==> src/rtl/tag_response_reader_if.sv <==
// Tag-enumeration bundle: tag snapshot source, start/abort control, status and response handshake.
// Optional resp_count member exists only when TAG_READER_COUNT_EN is defined.
interface tag_response_reader_if #(
    parameter int num_cells = 100,
    parameter int addr_bits = 7
);
    logic [num_cells-1:0] tag_wires;
    logic                 start;
    logic                 abort;
    logic                 busy;
    logic                 resp_valid;
    logic                 resp_ready;
    logic [addr_bits-1:0] resp_index;
    logic                 resp_last;
    logic                 done;
    logic                 none;
`ifdef TAG_READER_COUNT_EN
    logic [addr_bits:0]   resp_count;

    modport master (
        input  tag_wires, start, abort, resp_ready,
        output busy, resp_valid, resp_index, resp_last, done, none, resp_count
    );
    modport slave (
        output tag_wires, start, abort, resp_ready,
        input  busy, resp_valid, resp_index, resp_last, done, none, resp_count
    );
`else
    modport master (
        input  tag_wires, start, abort, resp_ready,
        output busy, resp_valid, resp_index, resp_last, done, none
    );
    modport slave (
        output tag_wires, start, abort, resp_ready,
        input  busy, resp_valid, resp_index, resp_last, done, none
    );
`endif
endinterface

==> src/rtl/tag_response_reader.sv <==
// Snapshots the tag vector on start and streams every set index, lowest first (optional resp_count via TAG_READER_COUNT_EN).
// Latency: first index valid the cycle after the start edge; one index per cycle while ready, done pulses after the last.
// Backpressure: resp_ready low holds resp_index/resp_last and pending stable; abort drops the rest without a done pulse.
module tag_response_reader #(
    parameter int num_cells = 100,
    parameter int addr_bits = 7
) (
    input  logic                    clk,
    input  logic                    rst_n,
    tag_response_reader_if.master   bus
);

    typedef enum logic [1:0] {
        IDLE = 2'd0,
        SCAN = 2'd1,
        DONE = 2'd2
    } state_t;

    localparam logic [num_cells-1:0] ONE = num_cells'(1);

    state_t               state;
    state_t               state_nxt;
    logic [num_cells-1:0] pending;
    logic                 none_q;
    logic [addr_bits-1:0] low_idx;
    logic                 one_left;
    logic                 hs;

    // Bit 0 has the highest priority, so the downward scan leaves the lowest set index.
    always_comb begin
        low_idx = '0;
        for (int i = num_cells - 1; i >= 0; i--) begin
            if (pending[i]) low_idx = addr_bits'(i);
        end
    end

    assign one_left = (pending != '0) && ((pending & (pending - ONE)) == '0);
    assign hs       = (state == SCAN) && bus.resp_ready;

    always_ff @(posedge clk or negedge rst_n) begin
        if (!rst_n) state <= IDLE;
        else        state <= state_nxt;
    end

    always_comb begin
        state_nxt = state;
        case (state)
            IDLE: if (bus.start) state_nxt = (bus.tag_wires != '0) ? SCAN : DONE;
            SCAN: begin
                if (bus.abort)          state_nxt = IDLE;
                else if (hs && one_left) state_nxt = DONE;
            end
            DONE:    state_nxt = IDLE;
            default: state_nxt = IDLE;
        endcase
    end

    always_comb begin
        bus.busy       = (state == SCAN);
        bus.resp_valid = (state == SCAN);
        bus.resp_index = low_idx;
        bus.resp_last  = (state == SCAN) && one_left;
        bus.done       = (state == DONE);
        bus.none       = none_q;
    end

    // Handshake retires the lowest set bit: pending & (pending - 1).
    always_ff @(posedge clk or negedge rst_n) begin
        if (!rst_n) begin
            pending <= '0;
            none_q  <= 1'b0;
        end else begin
            case (state)
                IDLE: begin
                    if (bus.start) begin
                        pending <= bus.tag_wires;
                        none_q  <= (bus.tag_wires == '0);
                    end
                end
                SCAN: begin
                    none_q <= 1'b0;
                    if (bus.abort)   pending <= '0;
                    else if (hs)     pending <= pending & (pending - ONE);
                end
                default: none_q <= 1'b0;
            endcase
        end
    end

`ifdef TAG_READER_COUNT_EN
    logic [addr_bits:0] count;

    always_ff @(posedge clk or negedge rst_n) begin
        if (!rst_n) begin
            count <= '0;
        end else if (state == IDLE && bus.start) begin
            count <= '0;
        end else if (hs && !bus.abort) begin
            count <= count + 1'b1;
        end
    end

    assign bus.resp_count = count;
`endif

endmodule

==> src/flat_wrapper.sv <==
// flat-port wrapper written by rule: the top's interface ports become plain ports
module tag_response_reader_flat 
#(
    parameter int num_cells = 100,
    parameter int addr_bits = 7
)
  (clk, rst_n, bus_tag_wires, bus_start, bus_abort, bus_resp_ready, bus_busy, bus_resp_valid, bus_resp_index, bus_resp_last, bus_done, bus_none);
  tag_response_reader_if #(.num_cells(num_cells), .addr_bits(addr_bits)) bus_i ();
  input  logic clk;
  input  logic rst_n;
  input wire logic [$bits(bus_i.tag_wires)-1:0] bus_tag_wires;
  input wire logic [$bits(bus_i.start)-1:0] bus_start;
  input wire logic [$bits(bus_i.abort)-1:0] bus_abort;
  input wire logic [$bits(bus_i.resp_ready)-1:0] bus_resp_ready;
  output wire logic [$bits(bus_i.busy)-1:0] bus_busy;
  output wire logic [$bits(bus_i.resp_valid)-1:0] bus_resp_valid;
  output wire logic [$bits(bus_i.resp_index)-1:0] bus_resp_index;
  output wire logic [$bits(bus_i.resp_last)-1:0] bus_resp_last;
  output wire logic [$bits(bus_i.done)-1:0] bus_done;
  output wire logic [$bits(bus_i.none)-1:0] bus_none;
  assign bus_i.tag_wires = bus_tag_wires;
  assign bus_i.start = bus_start;
  assign bus_i.abort = bus_abort;
  assign bus_i.resp_ready = bus_resp_ready;
  assign bus_busy = bus_i.busy;
  assign bus_resp_valid = bus_i.resp_valid;
  assign bus_resp_index = bus_i.resp_index;
  assign bus_resp_last = bus_i.resp_last;
  assign bus_done = bus_i.done;
  assign bus_none = bus_i.none;
  tag_response_reader #(.num_cells(num_cells), .addr_bits(addr_bits)) u_core (.clk(clk), .rst_n(rst_n), .bus(bus_i));
endmodule
==> config.mk <==
export PLATFORM = sky130hd
export DESIGN_NAME = tag_response_reader_flat
export DESIGN_NICKNAME = d
export VERILOG_FILES = /design/src/rtl/tag_response_reader_if.sv /design/src/rtl/tag_response_reader.sv /design/src/flat_wrapper.sv
export SDC_FILE = /design/constraint.sdc
export NUM_CORES = 1
export LEC_CHECK = 0
export CAP_MARGIN = 20
export CORE_ASPECT_RATIO = 0.7
export CORE_UTILIZATION = 40
export CTS_BUF_LIST = sky130_fd_sc_hd__clkbuf_8
export CTS_CLUSTER_DIAMETER = 50
export DETAILED_ROUTE_END_ITERATION = 8
export SYNTH_ARGS = -nofsm -noshare
export SYNTH_HDL_FRONTEND = slang
export SYNTH_SLANG_ARGS = --single-unit
==> constraint.sdc <==
create_clock -name clk -period 12.32 [get_ports clk]
set_input_delay 1.848 -clock clk [delete_from_list [all_inputs] [get_ports clk]]
set_output_delay 1.848 -clock clk [all_outputs]
set_load 0.1 [all_outputs]
==> run_results.csv, run 1 <==
group,metric,value,unit
outcome,outcome,"finished clean",
worst_setup_path,cp_common_cell,"nor4_4",
sta,hold_ws,0.544,ns
clocking,cts_resized,0,
worst_setup_path,crit_chain,"nor4_4, nand3_2, nor4_4, nand4_1, nor3_1, o2111ai_1, or4_1, or4_4, nor2_1, clkdlybuf4s50_1",
floorplan,fp.dieH,119,µm
finish,syn_to_final_growth,19.1,%
clocking,cts_tree,"done",
sta,period_minus_slack,7.62,ns
worst_setup_path,slowest_delay,1.15,ns
synthesis,synth_edf_count,0,
job,cap_violations,0,
worst_setup_path,crit_type,"flip-flop to output port",
route,drt_iter0_markers,1245,
sta,slew_violations,0,
synthesis,synthAdderAreaFrac,0.258,%
pwr,swShare,55.2,%
grt,antenna_found_initial,2,
floorplan,die_x,168,µm
grt,grt_max_degree,72,
worst_hold_path,hp-class,"flip-flop to flip-flop",
pwr,p_int,1.12,mW
sta,worstMarginPinSlew,1.18,ns
synthesis,ys_seq_area_share,33.2,%
pwr,p_per_area,270,mW/mm²
route,drc,0,
grt,grt_overflow,0,
pwr,p_leak,3.55,nW
synthesis,syn_nets,1104,
synthesis,synth_xor_area_share,0,%
clocking,cts-root-buf,"clkbuf_8",
place,gp_congestion,0.976,
pwr,pwr-share-seq,32.4,%
synthesis,synth.area.mux_share,0,%
synthesis,async_flop_share,100,%
pwr,p_sw,1.38,mW
worst_setup_path,crit_end,"bus_resp_last",
finish,nets,1164,
grt,grt_pass1_vias,7897,
floorplan,ioPinCount,117,
clocking,postCtsHoldBufs,0,
place,numPortBuffers,116,
worst_setup_path,start_kind,"flip-flop",
synthesis,synth_top_area_cell,"dfrtp_1",
sta,rsz0062_at_grt,"false",
clocking,cts.sinks,103,
synthesis,synth_ff_type,"dfrtp_1",
pwr,p_comb_share,56.9,%
synthesis,synth_top_family_by_area,"simple AND/OR/NAND/NOR gates",
sta,setup_tns,0,ns
sta,skew,0.0213,ns
worst_setup_path,critPathMaxFanout,9,
clocking,cts_buffers,9,
synthesis,netlist.area_leader.share,33.2,%
worst_setup_path,timing.rr.start,"u_core.pending[6]",
synthesis,yosys-top-cells-area,"dfrtp_1 (33%), a22o_1 (9.6%), o21ai_0 (8.2%)",
pwr,peakVddDrop,0.192,mV
clocking,clkLatencyLatePin,0.42,ns
grt,track_usage,33.3,%
worst_setup_path,timing.rr.end,"u_core.state[1]",
synthesis,synth-compound-area-share,30.3,%
sta,post-route-period-util,61.9,%
floorplan,core_area,0.0189,mm²
route,vias,8646,
synthesis,synth_area,0.00776,mm²
floorplan,start_util,41.0,%
route,firstDrtPassIters,8,
place,hpwl,24500,µm
floorplan,rows,42,
synthesis,ys_warn_count,0,
floorplan,die-area,0.0200,mm²
synthesis,syn-instance-count,999,
clocking,cts_buffer_depth,2,
sta,hold_viol_final,0,
synthesis,syn_avg_cell_area,7.76,µm²
worst_setup_path,worstPathRequired,10.47,ns
sta,setup_viol,0,
sta,relSlewSlack,21.4,%
route,drt-total-wl,32500,µm
synthesis,synthSimpleGateAreaFrac,30.7,%
grt,grt_pass1_wl,49700,µm
route,wire_per_inst,24.9,µm
pwr,power.share.clock,10.7,%
worst_setup_path,rrSetupSlack,7.86,ns
synthesis,yosysUniqueCellTypes,63,
worst_hold_path,holdPathStages,1,
route,ant_nets,0,
worst_setup_path,startpoint,"u_core.pending[6]",
worst_setup_path,reg2reg_depth,9,
worst_setup_path,crit_path_end_kind,"output port",
worst_setup_path,cp_slowest_cell,"clkdlybuf4s50_1",
clocking,clk_pin_slew,0.10,ns
route,viasPerCell,6.62,
sta,fmaxAchievable,0.131,GHz
finish,drive_above_1_share,6.02,%
synthesis,ys_seq_elements,103,
worst_setup_path,arrival,5.77,ns
clocking,htree_levels,3,
clocking,cts_setup_buffers,0,
==> flip-flops by register name (all words and copies together) (netlist names) <==
name and count:
u_core.state 2, u_core.bus.none 1, u_core.pending 100
==> cell families after synthesis <==
family	Yosys count
simple gates	435
flops	103
fa+ha+maj	2
compound gates	351
buf+inv	108
==> cells in the mapped netlist (all sizes together), types with 21 or more instances <==
cell	instances
a21oi	53
a22o	85
clkbuf	65
dfrtp	103
inv	30
nand2	117
nand3	21
nand4	25
nor2	90
nor3	39
nor4	83
o21ai	128
or4	23
==> layer usage <==
layer	wire length [µm]	GRT usage, %	share of wire (%)
met5	13	0	0.040
met4	480	8.01	1.5
met3	4100	10.8	13
met2	12000	41.3	37
met1	15900	53.1	49
==> power groups by stage <==
stage | combinational (mW) | sequential (mW) | clock [mW]
after global placement | 1.40 | 0.796 | 0
after detailed placement | 1.38 | 0.794 | 0
after CTS | 1.39 | 0.791 | 0.271
final | 1.42 | 0.809 | 0.267
after floorplan | 1.11 | 0.612 | 0
after global routing | 1.53 | 0.835 | 0.285
==> stage by stage <==
| step | std cells | instance area [µm²] | utilization (%) | power [mW] | worst slack, ns |
|---|---|---|---|---|---|
| after floorplan | 999 | 7760 | - | 1.72 | 5.90 |
| after detailed placement | 1289 | 8990 | 47.5 | 2.18 | 5.27 |
| after global placement | 1289 | 8990 | 47.5 | 2.19 | 5.38 |
| after CTS | 1304 | 9230 | 48.8 | 2.45 | 4.79 |
| after global routing | 1305 | 9230 | 48.8 | 2.65 | 4.51 |
| final | 1306 | 9240 | 48.8 | 2.50 | 4.70 |
==> cells in the final DEF, fill, tap and decap left out, drive strengths merged, types with 3 or more instances in the layout <==
cell type / count
a211oi: 6
a21o: 5
a21oi: 53
a22o: 85
a31oi: 5
and3: 6
buf: 12
bufinv: 3
clkbuf: 9
clkdlybuf4s50: 115
dfrtp: 103
inv: 30
nand2: 117
nand2b: 6
nand3: 21
nand4: 25
nand4b: 3
nor2: 90
nor2b: 4
nor3: 39
nor4: 83
o2111ai: 10
o211ai: 3
o21a: 5
o21ai: 128
o21bai: 4
o22ai: 6
o31a: 3
o31ai: 13
o41a: 3
or2: 7
or3: 6
or4: 23
==> worst min-delay path by stage <==
stage | slack (ns) | to | startpoint
5_1_grt | 0.57 | u_core.bus.none | u_core.state[1]
4_1_cts | 0.55 | u_core.bus.none | u_core.state[1]
3_5_place_dp | 0.54 | u_core.bus.none | u_core.state[1]
2_1_floorplan | 0.47 | u_core.bus.none | u_core.state[1]
6_report | 0.54 | u_core.bus.none | u_core.state[1]
3_3_place_gp | 0.52 | u_core.bus.none | u_core.state[1]
==> final cells by class <==
cell class | count | area [µm²]
fill | 1900 | 9680
multi-input combinational | 788 | 4770
sequential | 103 | 2580
timing repair buffer | 127 | 1240
tap | 242 | 303
clock buffer | 9 | 124
inverter | 30 | 113
clock inverter | 6 | 110
antenna | 1 | 2.50
==> critical path, delay by kind of cell, from the launching register on <==
family	cells	cell delay (ns)
compound gates	1	0.13
buf+inv	1	1.15
simple gates	8	3.60
flops	1	0.47
No activity file was read; power rests on OpenSTA's default activity.
==> run 2: changes to the inputs <==
==> constraint.sdc (replaced) <==
create_clock -name clk -period 6.6 [get_ports clk]
set_input_delay 0.99 -clock clk [delete_from_list [all_inputs] [get_ports clk]]
set_output_delay 0.99 -clock clk [all_outputs]
set_load 0.1 [all_outputs]
==> run 2 against run 1 <==
  * Total power up 85%
  * Wire length up 1.6%
  * Hold slack gained 0.011 ns
  * Largest power group unchanged
  * Count of clock-buffer cells in the layout unchanged
  * Sequential share of layout area increased by 0.053 points
  * Via count increased by 0.32%
  * Die area unchanged
  * Sequential cell count did not move
  * Clock power is 55% higher
==> run_results.csv, run 2 (same netlist as run 1, synthesis figures left out) <==
group,metric,value,unit
outcome,outcome,"finished clean",
worst_setup_path,cp_slowest_cell,"or4_1",
sta,hold_viol_final,0,
grt,antenna_found_initial,1,
sta,setup_viol,0,
clocking,htree_levels,3,
sta,slew_violations,0,
finish,fin_cells,1308,
finish,diodes,0,
place,gp_congestion,1.01,
worst_setup_path,timing.rr.start,"u_core.pending[18]",
route,wire_per_inst,25.2,µm
worst_setup_path,crit_path_end_kind,"output port",
finish,n_fill_cell,1883,
clocking,cts_buffer_depth,2,
grt,grt_pass1_vias,7938,
worst_setup_path,startpoint,"u_core.pending[18]",
worst_setup_path,crit_type,"flip-flop to output port",
finish,final_util,48.7,%
clocking,cts_buffers,9,
route,drt_iter0_markers,1079,
floorplan,start_util,41.0,%
sta,skew,0.0191,ns
finish,regArea,0.00258,mm²
floorplan,die_x,168,µm
job,cap_violations,0,
worst_setup_path,critPathMaxFanout,8,
grt,grt_max_degree,57,
pwr,p_leak,3.56,nW
worst_setup_path,crit_chain,"or4_1, nor4_4, nand4_1, nor3_1, a2bb2oi_1, nand4_1, or4_1, or4_4, nor2_1, buf_4",
route,vias,8674,
route,drt-total-wl,33000,µm
route,viasPerCell,6.63,
finish,final_common_cell,"o21ai_0",
worst_hold_path,worstHoldStart,"u_core.state[1]",
sta,period_minus_slack,6.08,ns
clocking,clkLatencyLatePin,0.42,ns
sta,worstMarginPinSlew,0.991,ns
place,pre_cts_ws,1.15,ns
sta,post-route-period-util,92.2,%
worst_hold_path,hp-class,"flip-flop to flip-flop",
grt,track_usage,34.0,%
pwr,p_per_area,500,mW/mm²
worst_setup_path,worstPathRequired,5.61,ns
worst_setup_path,slowest_delay,0.71,ns
clocking,cts_tree,"done",
clocking,clk_pin_slew,0.11,ns
grt,grt_overflow,0,
pwr,peakVddDrop,0.337,mV
sta,fmaxAchievable,0.164,GHz
grt,grt_pass1_wl,50600,µm
worst_setup_path,start_kind,"flip-flop",
floorplan,fp.dieH,119,µm
sta,relSlewSlack,33.8,%
finish,mostFrequentLayoutCells,"o21ai_0 (127), nand2_1 (117), clkdlybuf4s50_1 (114), dfrtp_1 (103), nor2_1 (87)",
clocking,postCtsHoldBufs,0,
finish,syn_to_final_growth,18.9,%
floorplan,ioPinCount,117,
route,drc,0,
finish,multiInputGateArea,0.00477,mm²
floorplan,die-area,0.0200,mm²
sta,setup_slack,0.518,ns
worst_setup_path,arrival,5.09,ns
clocking,cts_resized,0,
finish,largest_reg_flops,100,
route,firstDrtPassIters,5,
floorplan,rows,42,
pwr,fin_total_pwr,4.61,mW
floorplan,core_area,0.0189,mm²
finish,nets,1167,
place,hpwl,25000,µm
finish,drive_above_1_share,6.19,%
place,numPortBuffers,116,
clocking,cts_setup_buffers,0,
route,ant_nets,0,
sta,setup_tns,0,ns
clocking,cts-root-buf,"clkbuf_8",
sta,rsz0062_at_grt,"false",
place,dpl.cell_count,1291,
finish,largest-register,"u_core.pending",
clocking,cts.sinks,103,
## run 2: cell count changes in the layout (fill, tap and decap cells not counted), sizes merged
cell / before / now
buf: 12 / 16
bufinv: 3 / 1
clkdlybuf4s50: 115 / 114
clkinv: 1 / 2
clkinvlp: 2 / 1
diode: 1 / 0
inv: 30 / 32
## run 2: stage by stage
step / area (µm²) / hold WS (ns)
4_1_cts: 9190 / 0.541
3_5_place_dp: 9010 / 0.530
2_1_floorplan: 7760 / 0.465
5_1_grt: 9220 / 0.585
6_report: 9220 / 0.555
3_3_place_gp: 9010 / 0.530
## run 2: final timing paths
check / end / slack, ns / depth (start not counted)
worst min register to register: u_core.bus.none / 0.56 / 1
max in group asynchronous: u_core.pending[86] / 4.82 / 2
worst min-delay path: u_core.bus.none / 0.56 / 1
min in group asynchronous: u_core.pending[39] / 0.59 / 1
worst max-delay path: bus_resp_last / 0.52 / 10
worst max register to register: u_core.state[1] / 1.97 / 9
## run 2: layer usage
metal	vias to the layer above	GRT usage [%]	part of all wire, %
met4	2	9.66	2.2
met3	44	11.8	12
met2	507	40.3	36
li1	3941	-	-
met5	-	0	0.039
met1	4180	54.7	50
## run 2: layout make-up
type / instances / area share, %
Clock inverter: 6 / 0.597
Timing Repair Buffer: 130 / 13.9
Multi-Input combinational cell: 788 / 51.7
Sequential cell: 103 / 28.0
Inverter: 30 / 1.22
Clock buffer: 9 / 1.34
Tap cell: 242 / 3.28
## run 2: worst max-delay path: cells and delay by family, from the launching register on
family | cells | cell delay (ns)
AO/OA/AOI/OAI | 1 | 0.37
AND/OR/NAND/NOR | 8 | 3.52
buffers and inverters | 1 | 0.29
flip-flops | 1 | 0.48
## run 2: power breakdown
part | internal (mW) | switching [mW] | total (mW)
combinational | 0.972 | 1.71 | 2.68
clock | 0.170 | 0.244 | 0.413
sequential | 0.886 | 0.627 | 1.51
==> run 3: changes to the inputs <==
--- a/config.mk
+++ b/config.mk
@@ -6,11 +6,14 @@
 export NUM_CORES = 1
 export LEC_CHECK = 0
 export CAP_MARGIN = 20
+export CELL_PAD_IN_SITES_DETAIL_PLACEMENT = 1
+export CELL_PAD_IN_SITES_GLOBAL_PLACEMENT = 2
 export CORE_ASPECT_RATIO = 0.7
-export CORE_UTILIZATION = 40
+export CORE_UTILIZATION = 30
 export CTS_BUF_LIST = sky130_fd_sc_hd__clkbuf_8
 export CTS_CLUSTER_DIAMETER = 50
 export DETAILED_ROUTE_END_ITERATION = 8
+export PLACE_DENSITY_LB_ADDON = 0.12
 export SYNTH_ARGS = -nofsm -noshare
 export SYNTH_HDL_FRONTEND = slang
 export SYNTH_SLANG_ARGS = --single-unit
==> run 3 against run 2 <==
  * Design area is 1.3% higher
  * Critical path depth stayed put
  * Register-to-register slack lost 0.06 ns
  * Sequential share of layout area shrank 0.35 points
  * Core utilization decreased by 11 points
  * Global-route usage down 5.3 points
  * Non-clock buffer count shrank 1
  * Cell count grew 6.3%
  * Count of clock-buffer cells in the layout rose by 2
  * Maximum frequency shrank 1.2%
  * Critical endpoint unchanged
  * Highest routed layer is now met4
==> run_results.csv, run 3 (same netlist as run 1, synthesis figures left out) <==
group,metric,value,unit
job,cap_violations,0,
floorplan,rows,48,
worst_setup_path,slowest_delay,0.65,ns
finish,nets,1166,
route,firstDrtPassIters,6,
worst_setup_path,worstPathRequired,5.61,ns
sta,relSlewSlack,34.6,%
worst_setup_path,crit_path_end_kind,"output port",
sta,skew,0.0172,ns
route,viasPerCell,6.27,
grt,grt_overflow,0,
grt,track_usage,28.7,%
finish,final_util,37.4,%
floorplan,die-area,0.0265,mm²
clocking,cts_tree,"done",
clocking,cts_resized,0,
grt,grt_pass1_vias,8531,
clocking,cts_buffer_depth,2,
sta,post-route-period-util,93.3,%
floorplan,ioPinCount,117,
route,vias,8710,
place,dpl.cell_count,1375,
floorplan,core_area,0.0250,mm²
worst_setup_path,critPathMaxFanout,10,
pwr,p_leak,3.56,nW
finish,fin_cells,1390,
route,ant_nets,0,
worst_setup_path,arrival,5.17,ns
place,hpwl,28600,µm
route,drt-total-wl,37400,µm
place,gp_congestion,0.945,
sta,hold_viol_final,0,
sta,setup_tns,0,ns
finish,mostFrequentLayoutCells,"o21ai_0 (127), nand2_1 (117), clkdlybuf4s50_1 (114), dfrtp_1 (103), nor2_1 (87)",
finish,largest-register,"u_core.pending",
worst_setup_path,crit_type,"flip-flop to output port",
finish,syn_to_final_growth,20.4,%
route,wire_per_inst,26.9,µm
finish,largest_reg_flops,100,
finish,n_fill_cell,3030,
outcome,outcome,"finished clean",
route,drt_iter0_markers,884,
clocking,cts_setup_buffers,0,
pwr,p_per_area,508,mW/mm²
sta,slew_violations,0,
route,drc,0,
pwr,fin_total_pwr,4.74,mW
grt,grt_pass1_wl,56500,µm
grt,antenna_found_initial,0,
worst_setup_path,start_kind,"flip-flop",
finish,regArea,0.00258,mm²
floorplan,start_util,31.0,%
place,numPortBuffers,116,
worst_setup_path,crit_chain,"nor4_1, nand4_1, nor4_4, nand2_1, o311ai_0, o2111ai_1, or4_1, or4_4, nor2_1, buf_4",
sta,fmaxAchievable,0.162,GHz
clocking,postCtsHoldBufs,0,
sta,period_minus_slack,6.16,ns
clocking,clk_pin_slew,0.11,ns
worst_setup_path,path_buf_inv,1,
pwr,peakVddDrop,0.397,mV
finish,final_common_cell,"o21ai_0",
sta,rsz0062_at_grt,"false",
floorplan,fp.dieH,137,µm
worst_hold_path,hp-class,"input port to asynchronous set/reset pin",
clocking,clkLatencyLatePin,0.42,ns
clocking,cts.sinks,103,
clocking,cts-root-buf,"clkbuf_8",
sta,worstMarginPinSlew,0.979,ns
clocking,htree_levels,3,
worst_setup_path,cp_slowest_cell,"nor4_4",
floorplan,die_x,194,µm
finish,diodes,0,
grt,grt_max_degree,85,
finish,multiInputGateArea,0.00478,mm²
finish,drive_above_1_share,6.38,%
worst_setup_path,path_delay_family,"simple AND/OR/NAND/NOR gates",
clocking,cts_buffers,9,
sta,setup_viol,0,
run 3: cell count changes in the layout (fill, tap and decap cells not counted), sizes merged:
cell | before | now
buf | 16 | 15
clkinv | 2 | 1
clkbuf | 9 | 11
inv | 32 | 31
run 3: worst reg2reg max path, cell delays in order, from the launching register on:
cell and delay [ns]:
dfrtp_1 0.50, nor4_1 0.56, nand4_1 0.35, nor4_4 0.65, nand2_1 0.32, o311ai_0 0.60, o2111ai_1 0.19, or4_1 0.56
or4_4 0.58, o32ai_2 0.28
run 3: path summary, 6_finish.rpt:
path | startpoint | endpoint | slack [ns] | depth (start not counted)
max | u_core.pending[30] | bus_resp_last | 0.44 | 10
max in group asynchronous | rst_n | u_core.state[0] | 4.73 | 2
max reg2reg | u_core.pending[30] | u_core.state[1] | 1.91 | 9
min in group clk | u_core.state[1] | u_core.bus.none | 0.55 | 1
min | rst_n | u_core.pending[39] | 0.51 | 1
min reg2reg | u_core.state[1] | u_core.bus.none | 0.55 | 1
run 3: layer usage:
metal  wire length, µm  GRT usage [%]  up-vias  part of all wire [%]
li1                  -              -     3951                     -
met1             19400           44.8     4412                    52
met2             14300           37.8      324                    38
met3              3130           7.84       23                   8.4
met4               532           6.22        0                   1.4
met5                 0              0        -                     0
run 3: report_power, final:
part | switching, mW | internal [mW] | total [mW]
combinational | 1.79 | 0.976 | 2.76
clock | 0.254 | 0.192 | 0.446
sequential | 0.647 | 0.886 | 1.53
run 3: final cells by class:
class	count	share of cell area, %
multi-input combinational	788	51.2
clock buffer	11	1.62
tap	325	4.36
timing repair buffer	129	13.5
clock inverter	4	0.496
sequential	103	27.6
inverter	30	1.21
run 3: stage by stage:
step	setup WS (ns)	hold WS (ns)	instance area (µm²)
6_report	0.442	0.507	9340
5_1_grt	0.224	0.539	9340
3_5_place_dp	1.07	0.533	9140
4_1_cts	0.537	0.515	9340
2_1_floorplan	1.04	0.465	7760
3_3_place_gp	1.20	0.538	9130
